## src/rtl/piso_serializer.sv

```systemverilog
// piso_serializer: parallel-in, serial-out transmitter.
// A WIDTH-bit word is accepted through a valid/ready handshake and driven
// out one bit per clock on ser_out, with frame_start/frame_done markers.
// Back-to-back words are sent with no idle gap.
// Optional feature: define PIPO_SER_PARITY_EN to append one even-parity bit
// after the data bits of every frame (frame length becomes WIDTH+1).
module piso_serializer #(
  parameter int WIDTH     = 4,
  parameter bit MSB_FIRST = 1'b1
) (
  input  logic             clk,
  input  logic             rst_n,
  input  logic [WIDTH-1:0] d,
  input  logic             load_valid,
  output logic             load_ready,
  output logic             ser_out,
  output logic             ser_valid,
  output logic             frame_start,
  output logic             frame_done
);

  localparam int               CNT_W    = (WIDTH > 1) ? $clog2(WIDTH) : 1;
  localparam logic [CNT_W-1:0] LAST_CNT = CNT_W'(WIDTH - 1);

`ifdef PIPO_SER_PARITY_EN
  typedef enum logic [1:0] {
    S_IDLE   = 2'd0,
    S_SHIFT  = 2'd1,
    S_PARITY = 2'd2
  } state_t;
`else
  typedef enum logic [0:0] {
    S_IDLE  = 1'b0,
    S_SHIFT = 1'b1
  } state_t;
`endif

  state_t           r_state;
  logic [WIDTH-1:0] r_shift;
  logic [CNT_W-1:0] r_cnt;
  logic             r_ser_out;
  logic             r_ser_valid;
  logic             r_frame_start;
  logic             r_frame_done;
`ifdef PIPO_SER_PARITY_EN
  logic             r_parity;
`endif

  logic w_last_data;
  logic w_frame_end;
  logic w_accept;

  // Bit that goes on the line next, taken from the output end of a word.
  function automatic logic head_bit(input logic [WIDTH-1:0] v);
    return MSB_FIRST ? v[WIDTH-1] : v[0];
  endfunction

  // Drop the head bit so the following bit moves to the output end.
  function automatic logic [WIDTH-1:0] advance(input logic [WIDTH-1:0] v);
    return MSB_FIRST ? {v[WIDTH-2:0], 1'b0} : {1'b0, v[WIDTH-1:1]};
  endfunction

  assign w_last_data = (r_state == S_SHIFT) && (r_cnt == LAST_CNT);

`ifdef PIPO_SER_PARITY_EN
  // With parity the frame ends on the parity bit, not the last data bit.
  assign w_frame_end = (r_state == S_PARITY);
`else
  assign w_frame_end = w_last_data;
`endif

  // Ready while idle or while the final bit of the current frame is on the
  // line, so the next word can follow without a gap.
  assign load_ready = (r_state == S_IDLE) || w_frame_end;
  assign w_accept   = load_valid && load_ready;

  // Frame sequencer: load, shift, optional parity, and registered outputs.
  always_ff @(posedge clk) begin
    if (!rst_n) begin
      r_state       <= S_IDLE;
      r_shift       <= '0;
      r_cnt         <= '0;
      r_ser_out     <= 1'b0;
      r_ser_valid   <= 1'b0;
      r_frame_start <= 1'b0;
      r_frame_done  <= 1'b0;
`ifdef PIPO_SER_PARITY_EN
      r_parity      <= 1'b0;
`endif
    end else if (w_accept) begin
      // The first bit is presented straight from d; the register keeps the
      // remaining bits already advanced by one position.
      r_state       <= S_SHIFT;
      r_shift       <= advance(d);
      r_cnt         <= '0;
      r_ser_out     <= head_bit(d);
      r_ser_valid   <= 1'b1;
      r_frame_start <= 1'b1;
      r_frame_done  <= 1'b0;
`ifdef PIPO_SER_PARITY_EN
      r_parity      <= ^d;
`endif
    end else begin
      case (r_state)
        S_SHIFT: begin
          if (!w_last_data) begin
            r_shift       <= advance(r_shift);
            r_cnt         <= r_cnt + CNT_W'(1);
            r_ser_out     <= head_bit(r_shift);
            r_ser_valid   <= 1'b1;
            r_frame_start <= 1'b0;
`ifdef PIPO_SER_PARITY_EN
            r_frame_done  <= 1'b0;
`else
            r_frame_done  <= ((r_cnt + CNT_W'(1)) == LAST_CNT);
`endif
          end else begin
            r_cnt         <= '0;
`ifdef PIPO_SER_PARITY_EN
            // One extra cycle carrying the even-parity bit of the word.
            r_state       <= S_PARITY;
            r_ser_out     <= r_parity;
            r_ser_valid   <= 1'b1;
            r_frame_start <= 1'b0;
            r_frame_done  <= 1'b1;
`else
            r_state       <= S_IDLE;
            r_ser_out     <= 1'b0;
            r_ser_valid   <= 1'b0;
            r_frame_start <= 1'b0;
            r_frame_done  <= 1'b0;
`endif
          end
        end
`ifdef PIPO_SER_PARITY_EN
        S_PARITY: begin
          r_state       <= S_IDLE;
          r_ser_out     <= 1'b0;
          r_ser_valid   <= 1'b0;
          r_frame_start <= 1'b0;
          r_frame_done  <= 1'b0;
        end
`endif
        default: begin
          r_state       <= S_IDLE;
          r_ser_out     <= 1'b0;
          r_ser_valid   <= 1'b0;
          r_frame_start <= 1'b0;
          r_frame_done  <= 1'b0;
        end
      endcase
    end
  end

  assign ser_out     = r_ser_out;
  assign ser_valid   = r_ser_valid;
  assign frame_start = r_frame_start;
  assign frame_done  = r_frame_done;

endmodule
```

## config.mk

```make
export PLATFORM = sky130hd
export DESIGN_NAME = piso_serializer
export DESIGN_NICKNAME = d
export VERILOG_FILES = /design/src/rtl/piso_serializer.sv
export SDC_FILE = /design/constraint.sdc
export NUM_CORES = 1
export LEC_CHECK = 0
export ABC_AREA = 0
export CAP_MARGIN = 0
export CORE_AREA = 3 3 40 42
export CTS_BUF_LIST = sky130_fd_sc_hd__clkbuf_16
export DETAILED_ROUTE_END_ITERATION = 12
export DIE_AREA = 0 0 43 45
export HOLD_SLACK_MARGIN = 0.12
export MAX_ROUTING_LAYER = met4
export PLACE_DENSITY_LB_ADDON = 0.25
export SETUP_SLACK_MARGIN = 0.5
export SYNTH_ARGS = -nofsm -noshare
export SYNTH_HDL_FRONTEND = slang
export SYNTH_SLANG_ARGS = --single-unit
```

## constraint.sdc

```tcl
create_clock -name clk -period 2.4 [get_ports clk]
set_clock_uncertainty 0.05 [all_clocks]
set_input_delay 0.48 -clock clk [delete_from_list [all_inputs] [get_ports clk]]
set_output_delay 0.48 -clock clk [all_outputs]
set_load 0.02 [all_outputs]
```

; After elaboration in Yosys (flattened, before gate mapping)
; Index checks and enable logic that the tools add are counted.
[classes]
n_addsub = 1
n_eq_ne = 3
muxes = 11
n_bitwise = 2
n_reduce_logical = 7
[op_table]
columns = operator, n
row1 = 4-bit 2-to-1 mux, 3
row2 = 1-bit 2-to-1 mux, 7
row3 = "2-bit == test, second input constant", 2
row4 = 4-bit OR reduction, 1
row5 = "2-bit by 1-bit adder with 2-bit output, second input constant", 1
row6 = 1-bit logical AND, 2
row7 = 2-bit 2-to-1 mux, 1
row8 = "2-bit by 1-bit inequality test with 1-bit output, second input constant", 1
row9 = 1-bit inverter, 2
row10 = 2-bit AND reduction, 1
row11 = 2-bit nonzero test, 1
row12 = 2-bit OR reduction, 1
row13 = 1-bit logical OR, 1
[totals]
register_bits = 9
word_cells = 30

; Longest topological paths before layout
; Gate-level depths: netlist of run 1.
[depth]
depth_word = 6
mapped_depth = 5
mapped_depth_nobuf = 5

; Least setup slack after synthesis of run 1
; OpenSTA, ideal clock, no wires.
[synth_timing]
path_type = reg-to-reg
from = reg r_cnt[0]
to = reg r_ser_out, in the netlist ser_out
arrival_ns = 1.226
required_ns = 2.284
path_slack_ns = 1.058
path_stages_with_launch = 6
n_path_buf = 0
synth_period_minus_slack_ns = 1.342
cell_sequence = dfxtp_1 > ha_1 > and2b_4 > inv_4 > a211o_1 > a21oi_2
[synth_via]
elab_chain_len = 5
word_cells_on_any_way = 7
cone_classes = eq/ne (1) / mux (3) / reduce/logical (3)
[synth_lines]
columns = element, line_no
row1 = from (decl), 40  ; logic [CNT_W-1:0] r_cnt;
row2 = from (signal assigned), 108  ; r_cnt <= r_cnt + CNT_W'(1);
row3 = 2-bit == test, 63  ; assign w_last_data = (r_state == S_SHIFT) && (r_cnt == LAST_CNT);
row4 = 1-bit logical AND, 63
row5 = 1-bit logical OR, 74  ; assign load_ready = (r_state == S_IDLE) || w_frame_end;
row6 = net load_ready, 15  ; output logic load_ready,
row7 = 1-bit logical AND, 75  ; assign w_accept = load_valid && load_ready;
row8 = 1-bit 2-to-1 mux, 90  ; end else if (w_accept) begin
row9 = to (signal assigned), 96  ; r_ser_out <= head_bit(d);
row10 = to (signal assigned), 109  ; r_ser_out <= head_bit(r_shift);
row11 = to (decl), 41  ; logic r_ser_out;
; The timed path passes the listed nets, and every way through them passes these cells.
; A chain may end at the register's enable or synchronous reset.

; Worst setup path after layout of run 1
[layout_timing]
from = reg r_ser_valid, in the netlist ser_valid
to = out ser_valid
[layout_rtl]
columns = element, line_no
row1 = from (decl), 42  ; logic r_ser_valid;
row2 = from (signal assigned), 84  ; r_ser_valid <= 1'b0;
row3 = from (signal assigned), 97  ; r_ser_valid <= 1'b1;
row4 = from (signal assigned), 110  ; r_ser_valid <= 1'b1;
row5 = to (decl), 17  ; output logic ser_valid,
; No word-level cell between the ends.

==> impl_metrics.env, run 1 <==
export IMPL_fmax_ghz=0.556
export IMPL_dieArea_mm2=0.00194
export IMPL_crit_chain="clkdlybuf4s50_1"
export IMPL_yosysSeqAreaShare_pct=44.2
export IMPL_synth_nets=52
export IMPL_dpl_hpwl_um=598
export IMPL_finalWeightedCongestion=0.742
export IMPL_cts_sinks=9
export IMPL_detail_route_iter0_violations=9
export IMPL_worstHoldStart="r_shift[1]"
export IMPL_post_cts_setup_buffers=0
export IMPL_min_path_type="flip-flop to flip-flop"
export IMPL_gr_usage_met1_pct=9.98
export IMPL_dp_slack_ns=0.468
export IMPL_ctsHtreeMaxLevel=1
export IMPL_final_common_cell="clkdlybuf4s50_1"
export IMPL_die_w_um=43
export IMPL_path_class="flip-flop to output port"
export IMPL_ctsHoldBuffers=0
export IMPL_syn_area_um2=408
export IMPL_antenna_found_initial=0
export IMPL_use_met3_pct=3.98
export IMPL_layout_drive_gt1_share_pct=14.3
export IMPL_path_clk_slew_ns=0.04
export IMPL_worst_setup_path_start_kind="flip-flop"
export IMPL_maxCapViolations=0
export IMPL_postCtsResizedCells=2
export IMPL_synth_cells=42
export IMPL_internal_power_w=0.000405
export IMPL_grt_pass1_wl_mm=1.27
export IMPL_switching_power_w=0.000105
export IMPL_crit_fanout=6
export IMPL_syn2layout_area_growth_pct=48.5
export IMPL_cts_buffers=3
export IMPL_rrSetupSlack_ns=1.02
export IMPL_combPwrFrac_pct=11.1
export IMPL_ys_warn_count=0
export IMPL_vias=343
export IMPL_cts_root_buffer="clkbuf_16"
export IMPL_n_antenna_cell=0
export IMPL_insertion_delay_ns=0.23
export IMPL_cts_tree="done"
export IMPL_setup_violations_final=0
export IMPL_cp_slowest_cell="clkdlybuf4s50_1"
export IMPL_drt_total_wl_um=763
export IMPL_nNetsFinal=67
export IMPL_ff2ff_path_depth=5
export IMPL_num_rows=13
export IMPL_hold_viol_final=0
export IMPL_slew_viol_final=0
export IMPL_gr_total_overflow=0
export IMPL_leakagePower_nw=0.271
export IMPL_finalWorstSetupSlack_ns=0.602
export IMPL_grt_busiest_layer="met2"
export IMPL_whs_endpoint="r_shift[1]"
export IMPL_setup_tns_final_ns=0
export IMPL_power_frac_clock_pct=56.4
export IMPL_end_kind="output port"
export IMPL_seq_power_share_pct=32.4
export IMPL_wire_per_inst_um=10.7
export IMPL_io_buffers=11
export IMPL_num_io_pins=12
export IMPL_peakVddDrop_mv=0.443
export IMPL_rsz0062_at_grt="false"
export IMPL_cp_arrival_ns=1.27
export IMPL_grt_use_total_pct=9.90
export IMPL_synth_distinct_cells=18
export IMPL_core_region_area_mm2=0.00128
export IMPL_grt_start_max_net_pins=8
export IMPL_final_min_clock_period_ns=1.80
export IMPL_drc_errors=0
export IMPL_worst_path_buf_inv=1
export IMPL_rr_startpoint="r_cnt[0]"
export IMPL_p_total_w=0.000510
export IMPL_p_per_area_mw_per_mm2=842
export IMPL_die_h_um=45
export IMPL_ys_ff_latch=9
export IMPL_tightest_slew_ns=0.296
export IMPL_ant_nets=0
export IMPL_maxSlewHeadroom_pct=80.3
export IMPL_critPathLaunch="ser_valid"
export IMPL_critPathMaxStageDelay_ns=0.64
export IMPL_grt_pass1_vias=305
export IMPL_min_path_cells=2
export IMPL_status="finished clean"
export IMPL_required_ns=1.87
export IMPL_viasPerCell=4.83
export IMPL_use_met2_pct=13.8
export IMPL_reg2reg_to="ser_out"
export IMPL_cts_buffer_depth=2
export IMPL_swShare_pct=20.7
export IMPL_layout_common_cells="clkdlybuf4s50_1, dfxtp_1, inv_1, a21oi_1"
export IMPL_initial_core_util_pct=31.7
export IMPL_dr_pass1_iters=3
export IMPL_fin_crit_sh_pct=74.9
export IMPL_critical_path_top_delay_family="buffers and inverters"
export IMPL_synth_area_per_cell_um2=9.71
==> logic make-up (layout without fill, tap and decap cells) <==
family          Yosys count  in the layout  synth area share, %
buf+inv                   7             21                 7.36
mux                       3              3                 7.36
fa+ha+maj                 3              3                 9.20
simple gates              9              9                 12.3
compound gates           11             11                 19.6
flops                     9              9                 44.2
==> through the flow <==
| step | utilization, % | hold slack [ns] | instance area (um^2) | instances |
|---|---|---|---|---|
| 3_5_place_dp | 41.4 | 0.442 | 532 | 67 |
| 5_1_grt | 47.1 | 0.469 | 606 | 71 |
| 3_3_place_gp | 41.4 | 0.452 | 532 | 67 |
| 6_report | 47.1 | 0.452 | 606 | 71 |
| 2_1_floorplan | - | 0.418 | 408 | 42 |
| 4_1_cts | 47.5 | 0.449 | 611 | 71 |
==> power by group through the flow <==
stage	registers (W)	clock network (W)	logic [W]
3_5_place_dp	0.000168	0	0.0000584
5_1_grt	0.000167	0.000301	0.0000621
6_report	0.000165	0.000288	0.0000567
3_3_place_gp	0.000168	0	0.0000586
4_1_cts	0.000166	0.000293	0.0000583
2_1_floorplan	0.000171	0	0.0000302
==> area by class of cell <==
type	count	area (um^2)
clock buffer	3	75.1
timing repair buffer	11	105
sequential	9	180
multi-input combinational	26	198
tap	15	18.8
clock inverter	1	3.75
fill	126	679
inverter	6	25.0
==> worst max path at each step <==
stage / end / cells after the start
floorplan: ser_out / 5
global placement: load_ready / 4
detailed placement: load_ready / 4
CTS: load_ready / 4
global route: ser_valid / 1
finish: ser_valid / 1
==> routing by layer <==
metal	vias to the layer above	part of all wire [%]
li1	176	-
met1	148	46
met2	13	40
met3	6	8.4
met4	0	5.5
met5	-	0
==> flip-flops by register name, indices dropped and copies added (netlist names) <==
signal and cells:
frame_start 1, r_shift 3, ser_out 1, ser_valid 1, frame_done 1, r_cnt 2
==> cells in the mapped netlist, drive strengths merged <==
master | instances | area (um^2)
and3 | 2 | 12.5
nand2 | 1 | 3.75
o31ai | 2 | 15.0
mux2i | 3 | 30.0
ha | 3 | 37.5
a211o | 1 | 8.76
nand3 | 2 | 10.0
a2111oi | 1 | 15.0
dfxtp | 9 | 180
o211ai | 1 | 7.51
nor2 | 2 | 7.51
a21oi | 6 | 33.8
buf | 1 | 5.00
and2b | 1 | 10.0
inv | 6 | 25.0
nand2b | 1 | 6.26
No activity file was read; power rests on OpenSTA's default activity.
==> run 2, diff against run 1 <==
Clock period 2.4 ns to 1.5 ns, I/O delays scaled along.
==> run 2 against run 1 <==
Net effect:
- global-route usage rose by 3.7 points
- non-clock buffer count rose by 13
- via count rose by 15%
- cell count rose by 18%
- sequential power rose by 60%
- die area did not move
- combinational power rose to 2.6 times the previous value
- final area rose by 27%
- sequential cell count did not move
- clock power rose by 59%
- critical path type unchanged
==> impl_metrics.env, run 2 (same netlist as run 1, synthesis figures left out) <==
export IMPL_layout_common_cells="buf_4, buf_6, inv_1, dfxtp_2, clkdlybuf4s50_1"
export IMPL_nNetsFinal=80
export IMPL_path_clk_slew_ns=0.04
export IMPL_dieArea_mm2=0.00194
export IMPL_switching_power_w=0.000186
export IMPL_leakagePower_nw=0.355
export IMPL_drt_total_wl_mm=1.01
export IMPL_use_met2_pct=21.0
export IMPL_ant_nets=0
export IMPL_gr_total_overflow=0
export IMPL_n_fill_cell=111
export IMPL_vias=396
export IMPL_cp_slowest_cell="dfxtp_2"
export IMPL_grt_busiest_layer="met2"
export IMPL_p_per_area_mw_per_mm2=1130
export IMPL_critPathMaxStageDelay_ns=0.31
export IMPL_num_io_pins=12
export IMPL_grt_pass1_wl_mm=1.76
export IMPL_combPwrFrac_pct=17.2
export IMPL_cts_tree="done"
export IMPL_cts_buffers=3
export IMPL_fmax_ghz=0.680
export IMPL_final_common_cell="buf_4"
export IMPL_crit_chain="ha_2 > and2b_4 > inv_6 > buf_6"
export IMPL_initial_core_util_pct=31.7
export IMPL_maxSlewHeadroom_pct=81.2
export IMPL_largestRegisters="r_shift: 3 flops, r_cnt: 2 flops"
export IMPL_multi_input_area_um2=234
export IMPL_grt_start_max_net_pins=7
export IMPL_dpl_hpwl_um=743
export IMPL_layout_drive_gt1_share_pct=52.2
export IMPL_design_area_um2=771
export IMPL_detail_route_iter0_violations=3
export IMPL_wire_per_inst_um=12.0
export IMPL_worst_setup_path_start_kind="flip-flop"
export IMPL_holdWs_ns=0.439
export IMPL_final_min_clock_period_ns=1.47
export IMPL_rsz0062_at_grt="true"
export IMPL_cp_arrival_ns=1.12
export IMPL_dr_pass1_iters=2
export IMPL_peakVddDrop_mv=0.557
export IMPL_cts_buffer_depth=2
export IMPL_use_met3_pct=3.98
export IMPL_drc_errors=0
export IMPL_power_frac_clock_pct=52.5
export IMPL_grt_use_total_pct=13.6
export IMPL_seqCellArea_um2=188
export IMPL_largest_reg_flops=3
export IMPL_num_rows=13
export IMPL_maxCapViolations=0
export IMPL_largest_register="r_shift"
export IMPL_antenna_found_initial=0
export IMPL_core_region_area_mm2=0.00128
export IMPL_seq_power_share_pct=30.3
export IMPL_viasPerCell=4.71
export IMPL_syn2layout_area_growth_pct=89.0
export IMPL_die_h_um=45
export IMPL_n_antenna_cell=0
export IMPL_finalWeightedCongestion=0.772
export IMPL_crit_fanout=2
export IMPL_slew_viol_final=0
export IMPL_fin_crit_sh_pct=98.0
export IMPL_min_path_type="flip-flop to flip-flop"
export IMPL_hold_viol_final=0
export IMPL_ctsHtreeMaxLevel=1
export IMPL_status="finished clean"
export IMPL_insertion_delay_ns=0.23
export IMPL_required_ns=1.15
export IMPL_io_buffers=11
export IMPL_cts_sinks=9
export IMPL_gr_usage_met1_pct=14.6
export IMPL_path_class="flip-flop to output port"
export IMPL_place_area_um2=622
export IMPL_p_total_w=0.000872
export IMPL_tightest_slew_ns=0.282
export IMPL_swShare_pct=21.3
export IMPL_cts_root_buffer="clkbuf_16"
export IMPL_setup_tns_final_ns=0
export IMPL_die_w_um=43
export IMPL_setup_violations_final=0
export IMPL_end_kind="output port"
export IMPL_internal_power_w=0.000686
export IMPL_grt_pass1_vias=407
run 2: metal layers:
metal / share of wire [%] / wire [um]
met5: 0 / 0
met4: 3.3 / 33
met1: 44 / 448
met3: 6.2 / 63
met2: 46 / 466
run 2: metrics by stage:
step,setup WS [ns],util (%),instances
6_report,0.0303,60.0,84
5_1_grt,0.00500,60.0,84
4_1_cts,0.0299,60.0,84
3_5_place_dp,-0.134,48.4,78
3_3_place_gp,-0.124,48.4,78
2_1_floorplan,0.232,-,42
run 2: worst max-delay path, delay by kind of cell (launching register included):
kind | cells | cell delay (ns)
adders and majority gates | 1 | 0.16
buffers and inverters | 2 | 0.15
DFF | 1 | 0.31
and+or+nand+nor | 1 | 0.27
run 2: worst paths after layout:
check,start,end,slack (ns),cells past startpoint
max reg2reg,r_cnt[1],ser_out,0.07,6
min reg2reg,r_shift[1],r_shift[1],0.44,2
min,r_shift[1],r_shift[1],0.44,2
max,r_cnt[1],load_ready,0.03,4
run 2: area by class of cell:
type                            instances  share of cell area [%]
Clock buffer                            3                    9.74
Clock inverter                          1                   0.487
Inverter                                6                    3.57
Multi-Input combinational cell         26                    30.4
Sequential cell                         9                    24.4
Tap cell                               15                    2.44
Timing Repair Buffer                   24                    29.1
run 2: what timing repair did:
action | CTS | global route
endpoints found under the setup margin | 14 | 14
setup buffers | 2 | 0
pin swaps | 4 | 1
resized for setup | 45 | 0
cloned | 0 | 0
hold buffers | 0 | 0
run 2: power groups by stage:
stage	registers, W	logic [W]	clock network (W)
floorplan	0.000274	0.0000523	0
global placement	0.000266	0.000125	0
detailed placement	0.000266	0.000127	0
CTS	0.000264	0.000149	0.000467
global route	0.000266	0.000162	0.000482
finish	0.000264	0.000150	0.000458
